===== config.mk =====
export PLATFORM = sky130hd
export DESIGN_NAME = seq_player
export DESIGN_NICKNAME = d
export VERILOG_FILES = /design/src/rtl/seq_pkg.sv /design/src/rtl/seq_gap_timer.sv /design/src/rtl/seq_player.sv
export SDC_FILE = /design/constraint.sdc
export NUM_CORES = 1
export LEC_CHECK = 0
export BUFFER_PORTS_ARGS = -buffer_cell sky130_fd_sc_hd__buf_2
export CAP_MARGIN = 40
export CORE_MARGIN = 5
export CORE_UTILIZATION = 48
export DETAILED_ROUTE_END_ITERATION = 7
export PLACE_DENSITY_LB_ADDON = 0.05
export RECOVER_POWER = 100
export SLEW_MARGIN = 10
export SYNTH_ARGS = -nofsm -noshare
export SYNTH_HDL_FRONTEND = slang
export SYNTH_SLANG_ARGS = --single-unit

===== constraint.sdc =====
create_clock -name clk -period 1.6 [get_ports clk]
set_input_delay 0.32 -clock clk [delete_from_list [all_inputs] [get_ports clk]]
set_output_delay 0.32 -clock clk [all_outputs]
set_load 0.02 [all_outputs]

===== src/rtl/seq_pkg.sv =====
// seq_pkg: constants and types shared by the LFSR sequencer and the
// playback side (seq_player).
//   SEQ_ADDR_W  - nibble RAM address width
//   SEQ_DATA_W  - stored entry width
//   SEQ_DEPTH   - number of RAM entries, also the maximum play length
//   player_state_e - playback FSM state encoding
package seq_pkg;

    localparam int SEQ_ADDR_W = 5;
    localparam int SEQ_DATA_W = 4;
    localparam int SEQ_DEPTH  = 32;

    typedef enum logic [2:0] {
        ST_IDLE    = 3'd0,
        ST_READ    = 3'd1,
        ST_CAPTURE = 3'd2,
        ST_PRESENT = 3'd3,
        ST_DONE    = 3'd4,
        ST_GAP     = 3'd5
    } player_state_e;

endpackage


===== src/rtl/seq_gap_timer.sv =====
// seq_gap_timer: small down-counter used to time the blank gap between
// played entries.
// Ports:
//   clk      - clock, rising edge
//   rst      - asynchronous active-low reset
//   load     - load load_val into the counter
//   load_val - terminal distance; expired asserts load_val cycles after load
//   expired  - counter has reached zero
module seq_gap_timer #(
    parameter int W = 3
) (
    input  logic         clk,
    input  logic         rst,
    input  logic         load,
    input  logic [W-1:0] load_val,
    output logic         expired
);

    logic [W-1:0] cnt_q;
    logic [W-1:0] cnt_d;

    always_comb begin
        cnt_d = cnt_q;
        if (load) begin
            cnt_d = load_val;
        end else if (cnt_q != '0) begin
            cnt_d = cnt_q - 1'b1;
        end
    end

    always_ff @(posedge clk or negedge rst) begin
        if (!rst) begin
            cnt_q <= '0;
        end else begin
            cnt_q <= cnt_d;
        end
    end

    assign expired = (cnt_q == '0);

endmodule


===== src/rtl/seq_player.sv =====
// seq_player: plays back entries 0..len-1 of the sequencer's nibble RAM on a
// valid/ready stream and pulses finish once the last entry is accepted.
// Optional feature macro: SEQ_PLAYER_GAP_EN inserts GAP_CYCLES blank cycles
// between entries (not after the last one).
//
// state   | meaning
// --------+-----------------------------------------------------------
// IDLE    | waiting for start; len sampled here
// READ    | rd_en high for one cycle at rd_addr
// CAPTURE | RAM data arrives; latched into out_data at the next edge
// PRESENT | out_valid high, waiting for out_ready
// GAP     | blank cycles between entries (SEQ_PLAYER_GAP_EN only)
// DONE    | one-cycle finish pulse, then back to IDLE
//
// Ports:
//   clk, rst            - clock (rising) and async active-low reset
//   start, len          - begin playback of len entries (0 = empty, clamps to DEPTH)
//   rd_en, rd_addr      - RAM read strobe/address
//   rd_data             - RAM data, valid one cycle after rd_en
//   out_data, out_valid - presented entry
//   out_ready           - consumer accepts
//   busy, finish        - playback in progress / one-cycle done pulse
module seq_player
    import seq_pkg::*;
#(
    parameter int ADDR_W = SEQ_ADDR_W,
    parameter int DATA_W = SEQ_DATA_W,
    parameter int DEPTH  = SEQ_DEPTH
`ifdef SEQ_PLAYER_GAP_EN
    ,
    parameter int GAP_CYCLES = 4
`endif
) (
    input  logic              clk,
    input  logic              rst,
    input  logic              start,
    input  logic [ADDR_W:0]   len,
    output logic              rd_en,
    output logic [ADDR_W-1:0] rd_addr,
    input  logic [DATA_W-1:0] rd_data,
    output logic [DATA_W-1:0] out_data,
    output logic              out_valid,
    input  logic              out_ready,
    output logic              busy,
    output logic              finish
);

    localparam logic [ADDR_W:0] DEPTH_L = (ADDR_W + 1)'(DEPTH);

    player_state_e     state_q,     state_d;
    logic              rd_en_q,     rd_en_d;
    logic [ADDR_W-1:0] rd_addr_q,   rd_addr_d;
    logic [DATA_W-1:0] out_data_q,  out_data_d;
    logic              out_valid_q, out_valid_d;
    logic              busy_q,      busy_d;
    logic              finish_q,    finish_d;
    logic [ADDR_W:0]   remaining_q, remaining_d;

`ifdef SEQ_PLAYER_GAP_EN
    localparam int GAP_W = (GAP_CYCLES > 1) ? $clog2(GAP_CYCLES) : 1;
    // Loaded on the transfer edge; GAP then lasts GAP_CYCLES cycles.
    localparam logic [GAP_W-1:0] GAP_LOAD = GAP_W'((GAP_CYCLES > 0) ? GAP_CYCLES - 1 : 0);

    logic gap_load;
    logic gap_expired;

    seq_gap_timer #(
        .W (GAP_W)
    ) u_gap_timer (
        .clk      (clk),
        .rst      (rst),
        .load     (gap_load),
        .load_val (GAP_LOAD),
        .expired  (gap_expired)
    );
`endif

    always_comb begin
        state_d     = state_q;
        rd_en_d     = rd_en_q;
        rd_addr_d   = rd_addr_q;
        out_data_d  = out_data_q;
        out_valid_d = out_valid_q;
        busy_d      = busy_q;
        finish_d    = 1'b0;
        remaining_d = remaining_q;
`ifdef SEQ_PLAYER_GAP_EN
        gap_load    = 1'b0;
`endif
        case (state_q)
            ST_IDLE: begin
                if (start) begin
                    if (len != '0) begin
                        state_d     = ST_READ;
                        busy_d      = 1'b1;
                        rd_en_d     = 1'b1;
                        rd_addr_d   = '0;
                        remaining_d = (len > DEPTH_L) ? DEPTH_L : len;
                    end else begin
                        state_d  = ST_DONE;
                        finish_d = 1'b1;
                        busy_d   = 1'b0;
                    end
                end
            end
            ST_READ: begin
                rd_en_d = 1'b0;
                state_d = ST_CAPTURE;
            end
            ST_CAPTURE: begin
                out_data_d  = rd_data;
                out_valid_d = 1'b1;
                state_d     = ST_PRESENT;
            end
            ST_PRESENT: begin
                if (out_ready) begin
                    out_valid_d = 1'b0;
                    remaining_d = remaining_q - 1'b1;
                    if (remaining_q == (ADDR_W + 1)'(1)) begin
                        state_d  = ST_DONE;
                        finish_d = 1'b1;
                        busy_d   = 1'b0;
                    end else begin
                        rd_addr_d = rd_addr_q + 1'b1;
`ifdef SEQ_PLAYER_GAP_EN
                        if (GAP_CYCLES > 0) begin
                            state_d  = ST_GAP;
                            gap_load = 1'b1;
                        end else begin
                            state_d = ST_READ;
                            rd_en_d = 1'b1;
                        end
`else
                        state_d = ST_READ;
                        rd_en_d = 1'b1;
`endif
                    end
                end
            end
`ifdef SEQ_PLAYER_GAP_EN
            ST_GAP: begin
                if (gap_expired) begin
                    state_d = ST_READ;
                    rd_en_d = 1'b1;
                end
            end
`endif
            ST_DONE: begin
                rd_addr_d = '0;
                state_d   = ST_IDLE;
            end
            default: begin
                state_d     = ST_IDLE;
                rd_en_d     = 1'b0;
                out_valid_d = 1'b0;
                busy_d      = 1'b0;
            end
        endcase
    end

    always_ff @(posedge clk or negedge rst) begin
        if (!rst) begin
            state_q     <= ST_IDLE;
            rd_en_q     <= 1'b0;
            rd_addr_q   <= '0;
            out_data_q  <= '0;
            out_valid_q <= 1'b0;
            busy_q      <= 1'b0;
            finish_q    <= 1'b0;
            remaining_q <= '0;
        end else begin
            state_q     <= state_d;
            rd_en_q     <= rd_en_d;
            rd_addr_q   <= rd_addr_d;
            out_data_q  <= out_data_d;
            out_valid_q <= out_valid_d;
            busy_q      <= busy_d;
            finish_q    <= finish_d;
            remaining_q <= remaining_d;
        end
    end

    assign rd_en     = rd_en_q;
    assign rd_addr   = rd_addr_q;
    assign out_data  = out_data_q;
    assign out_valid = out_valid_q;
    assign busy      = busy_q;
    assign finish    = finish_q;

endmodule


Word-level counts from Yosys, hierarchy flattened. Index checks and enable logic that the tools add are counted.

Flip-flop bits (word level): 22. Input port bits: 14. Output and inout bits: 13. Word-level logic and storage cells: 69.

$add $sub $neg: 2. $lt $le $gt $ge: 1. Equality and inequality tests: 10. Muxes and demuxes: 32. Bitwise operators: 3. Reduce and logical (&&, ||, !) cells: 13.

Operator list (number): $mux W6 (4); $mux W5 (4); $pmux W5 S3 (1); $mux W1 (13); $mux W3 (4); $pmux W3 S4 (1); $pmux W6 S2 (1); $ne A2 B2 Y1 const B (5); $reduce_and A5 Y1 (2); $pmux W1 S3 (3); $reduce_and A4 Y1 (2); $eq A3 B2 Y1 const B (2); $eq A6 B1 Y1 const B (1); $gt A6 B6 Y1 const B (1); $reduce_bool A6 Y1 (1); $reduce_or A3 Y1 (2); $sub A6 B1 Y6 const B (1); $add A5 B1 Y5 const B (1); $reduce_and A2 Y1 (2); $eq A3 B1 Y1 const B (1); $eq A3 B3 Y1 const B (1); $logic_not A3 Y1 (1); $not A1 Y1 (3); $reduce_bool A3 Y1 (1); 3 further kinds (3).

Longest topological paths before layout.
Depth in word-level cells: 5. Mapped depth: 6. Gate-level depth less buffers: 6.

Worst setup path after synthesis. No wires, ideal clock.

Path kind: register to register. Start: register state_q[0]. End: register rd_addr_q[0] (netlist: rd_addr[0]). Data arrival time: 1.621 ns. Required time: 1.472 ns. Slack: -0.148 ns. Cell stages (with the launch flop): 5. Cell sequence: dfrtp_1 or4_1 and2_4 a21bo_4 mux2_1.

Longest elaborated chain between the ends: 3. Elaborated cells on any way between the ends: 10. Classes of those cells: eq/ne (6); mux (1); reduce/logical (3).

RTL lines: start: declaration (line seq_player.sv:50) `player_state_e state_q, state_d;`; start signal: assignment (line seq_player.sv:172) `state_q <= state_d;`; $eq A3 B2 Y1, or another cell as far along (line seq_player.sv:90) `case (state_q)`; $ne A2 B2 Y1 (no line) / $reduce_bool A3 Y1 (equally long branches); $reduce_and A5 Y1 (no line); end signal: assignment (line seq_player.sv:174) `rd_addr_q <= rd_addr_d;`; end: declaration (line seq_player.sv:52) `logic [ADDR_W-1:0] rd_addr_q, rd_addr_d;`.

Parallel ways exist; a longest one is shown, timed or not. A chain may end at the register's enable or synchronous reset.

Worst setup path after layout.
Start: register state_q[1]. End: register rd_addr_q[0] (netlist: rd_addr[0]).

Same word-level chain as after synthesis.

==> impl_metrics.tcl <==
set metrics [dict create \
    avgSynthCellArea_um2 9.58 \
    status "finished, violations left" \
    drive_above_1_share 0.391 \
    antenna_found_initial 0 \
    final_util 0.686 \
    async_flop_share 1.00 \
    netlist-cell-type-count 46 \
    ios 27 \
    routabilityCongestion 0.851 \
    port_buffers 26 \
    seq_area_frac_synth 0.414 \
    cp.arrival_ns 1.90 \
    dp_hpwl_um 2630 \
    setup_viol 4 \
    drv_slew 0 \
    synthCells 139 \
    drtIter0Drc 64 \
    crit_fanout 3 \
    holdWs_ns 0.217 \
    diodes 0 \
    num_rows 19 \
    cts_made_buffers 3 \
    drc 0 \
    r2r_cells 4 \
    synth_fp_nets 156 \
    r2r-start "state_q[1]" \
    cts_root_buf "clkbuf_4" \
    wl_um 3460 \
    final_cells 223 \
    syn_area_um2 1330 \
    antenna_left 0 \
    synth_ff_type "dfrtp_1" \
    period_needed_ns 1.69 \
    layout_common_cells "buf_4, dfrtp_1, clkbuf_1" \
    gr-usage-all-layers 0.185 \
    num_vias 1260 \
    path_clk_slew_ns 0.14 \
    dieWidth_um 62.7 \
    area_delta_synth_final_pct 39.6 \
    whs_path_depth 2 \
    fillers 231 \
    worstReg2RegEnd "rd_addr[0]" \
    yosys_warnings 0 \
    wl_met3_um 129 \
    clock_sinks 22 \
    hold_path.class "primary input to flip-flop" \
    crit_chain "or4_4 > and2_4 > a21bo_4 > mux2_4" \
    maxSlewHeadroom 0.630 \
    critPathCaptureType "flip-flop" \
    dieArea_um2 3930 \
    cts_tree "built" \
    max-vdd-ir-drop_mv 1.47 \
    min_to "out_data[3]" \
    fin_skew_ns 0.0113 \
    final_nets 210 \
    start_util 0.491 \
    grt_max_degree 23 \
    dr.pass1.iters 4 \
    grt_pass1_vias 1350 \
    p_leak_nw 0.826 \
    numPlacedInstances 217 \
    cp-start-kind "flip-flop" \
    wl_met1_um 1570 \
    via_per_inst 5.65 \
    grt_setup_unrepaired "true" \
    wl_met2_um 1730 \
    max_stage_delay_ns 0.53 \
    reg2reg_slack_ns -0.09 \
    hold_start "rd_data[3]" \
    cap_violations 0 \
    h-tree-depth 1 \
    timing.setup.tns_ns -0.172 \
    setup_slack_ns -0.0933 \
    power_density_nw_per_um2 2070 \
    cp.required_ns 1.81 \
    power.total_mw 3.85 \
    violations "setup timing" \
    grt_overflow 0 \
    clkLatencyLatePin_ns 0.32 \
    crit_path_top_delay_cell "or4_4" \
    path_class "flip-flop to flip-flop" \
    highest_layer "met4" \
    wl_per_cell_um 15.5 \
    grt_pass1_wl_um 6040 \
    period_share 1.06 \
    synth_edf_count 0 \
    fp.dieH_um 62.7 \
    coreArea_um2 2710 \
    ys_ff_latch 22 \
    tightest_slew_ns 0.555 \
    cts_buffer_depth 2 \
    hold_viol_final 0 \
    clock.fmax_mhz 591 \
    layout_commonest_cell "buf_4" \
]
==> cell usage after synthesis (3+ instances only) <==
cell type,n,area share
dfrtp_1,22,0.41
inv_1,10,0.028
a21oi_1,8,0.030
nor2_1,8,0.023
nand2_1,7,0.020
nor3_1,6,0.023
a31oi_1,5,0.023
buf_2,4,0.015
mux2_2,4,0.034
o221ai_1,4,0.026
o2bb2ai_1,4,0.026
and3_1,3,0.014
clkbuf_1,3,0.0085
ha_1,3,0.028
nand2b_1,3,0.014
nor2b_1,3,0.014
o21ai_0,3,0.011
o22ai_1,3,0.014
==> critical path: cells and delay by family, from the launching register on <==
family,cells,cell delay [ns]
and+or+nand+nor,2,0.69
AOI/OAI and AO/OA,1,0.18
muxes,1,0.29
DFF,1,0.42
==> state kept, by name, summed over array words and instances, names as in the netlist <==
| register | count |
|---|---|
| out_data | 4 |
| finish | 1 |
| rd_en | 1 |
| remaining_q | 6 |
| state_q | 3 |
| rd_addr | 5 |
| out_valid | 1 |
| busy | 1 |
==> power by group <==
part	switching (mW)	internal, mW	leakage (nW)	total [mW]
Combinational	1.27	1.20	0.528	2.47
Clock	0.186	0.253	0.0279	0.439
Sequential	0.158	0.787	0.270	0.945
==> metal layers <==
metal	global-route usage	up-vias
li1	-	627
met5	0	-
met3	0.0288	4
met4	0.0637	0
met2	0.320	26
met1	0.233	603
==> through the flow <==
step           setup WS [ns]  cell area (um2)
6_report             -0.0933             1860
5_1_grt               -0.128             1860
2_1_floorplan         -0.102             1340
3_5_place_dp         -0.0970             1690
4_1_cts              -0.0870             1830
3_3_place_gp         -0.0639             1690
==> how the worst max path moves through the flow <==
stage | startpoint | end | slack [ns] | depth (start not counted)
final | state_q[1] | rd_addr[0] | -0.09 | 4
after detailed placement | start | rd_addr[0] | -0.1 | 5
after floorplan | state_q[1] | rd_addr[0] | -0.10 | 4
after global placement | start | rd_addr[0] | -0.06 | 5
after CTS | state_q[1] | rd_addr[0] | -0.09 | 4
after global routing | state_q[1] | rd_addr[0] | -0.13 | 4
==> final cells by class <==
type / instances / area (um2) / area share
repair buffers: 56 / 360 / 0.194
well taps: 31 / 38.8 / 0.0209
multi-input cells: 100 / 818 / 0.440
clock buffers: 3 / 22.5 / 0.0121
clock inverters: 1 / 30.0 / 0.0162
flip-flops and latches: 22 / 551 / 0.296
inverters: 10 / 37.5 / 0.0202
==> logic make-up after synthesis <==
logic type / count (synthesis) / synth area share
AO/OA/AOI/OAI: 44 / 0.249
adder cells (fa/ha/maj): 3 / 0.0282
AND/OR/NAND/NOR: 45 / 0.192
multiplexers: 8 / 0.0658
flip-flops: 22 / 0.414
buffers and inverters: 17 / 0.0517
==> timing repair <==
action                                 4_1_cts  5_1_grt
setup endpoints to repair                   14       14
setup buffers                                1        0
resized for setup                           14       10
endpoints found under the hold margin       22        0
pin swaps                                    6        3
hold buffers                                 1        0
Power figures use the tool's default switching activity.
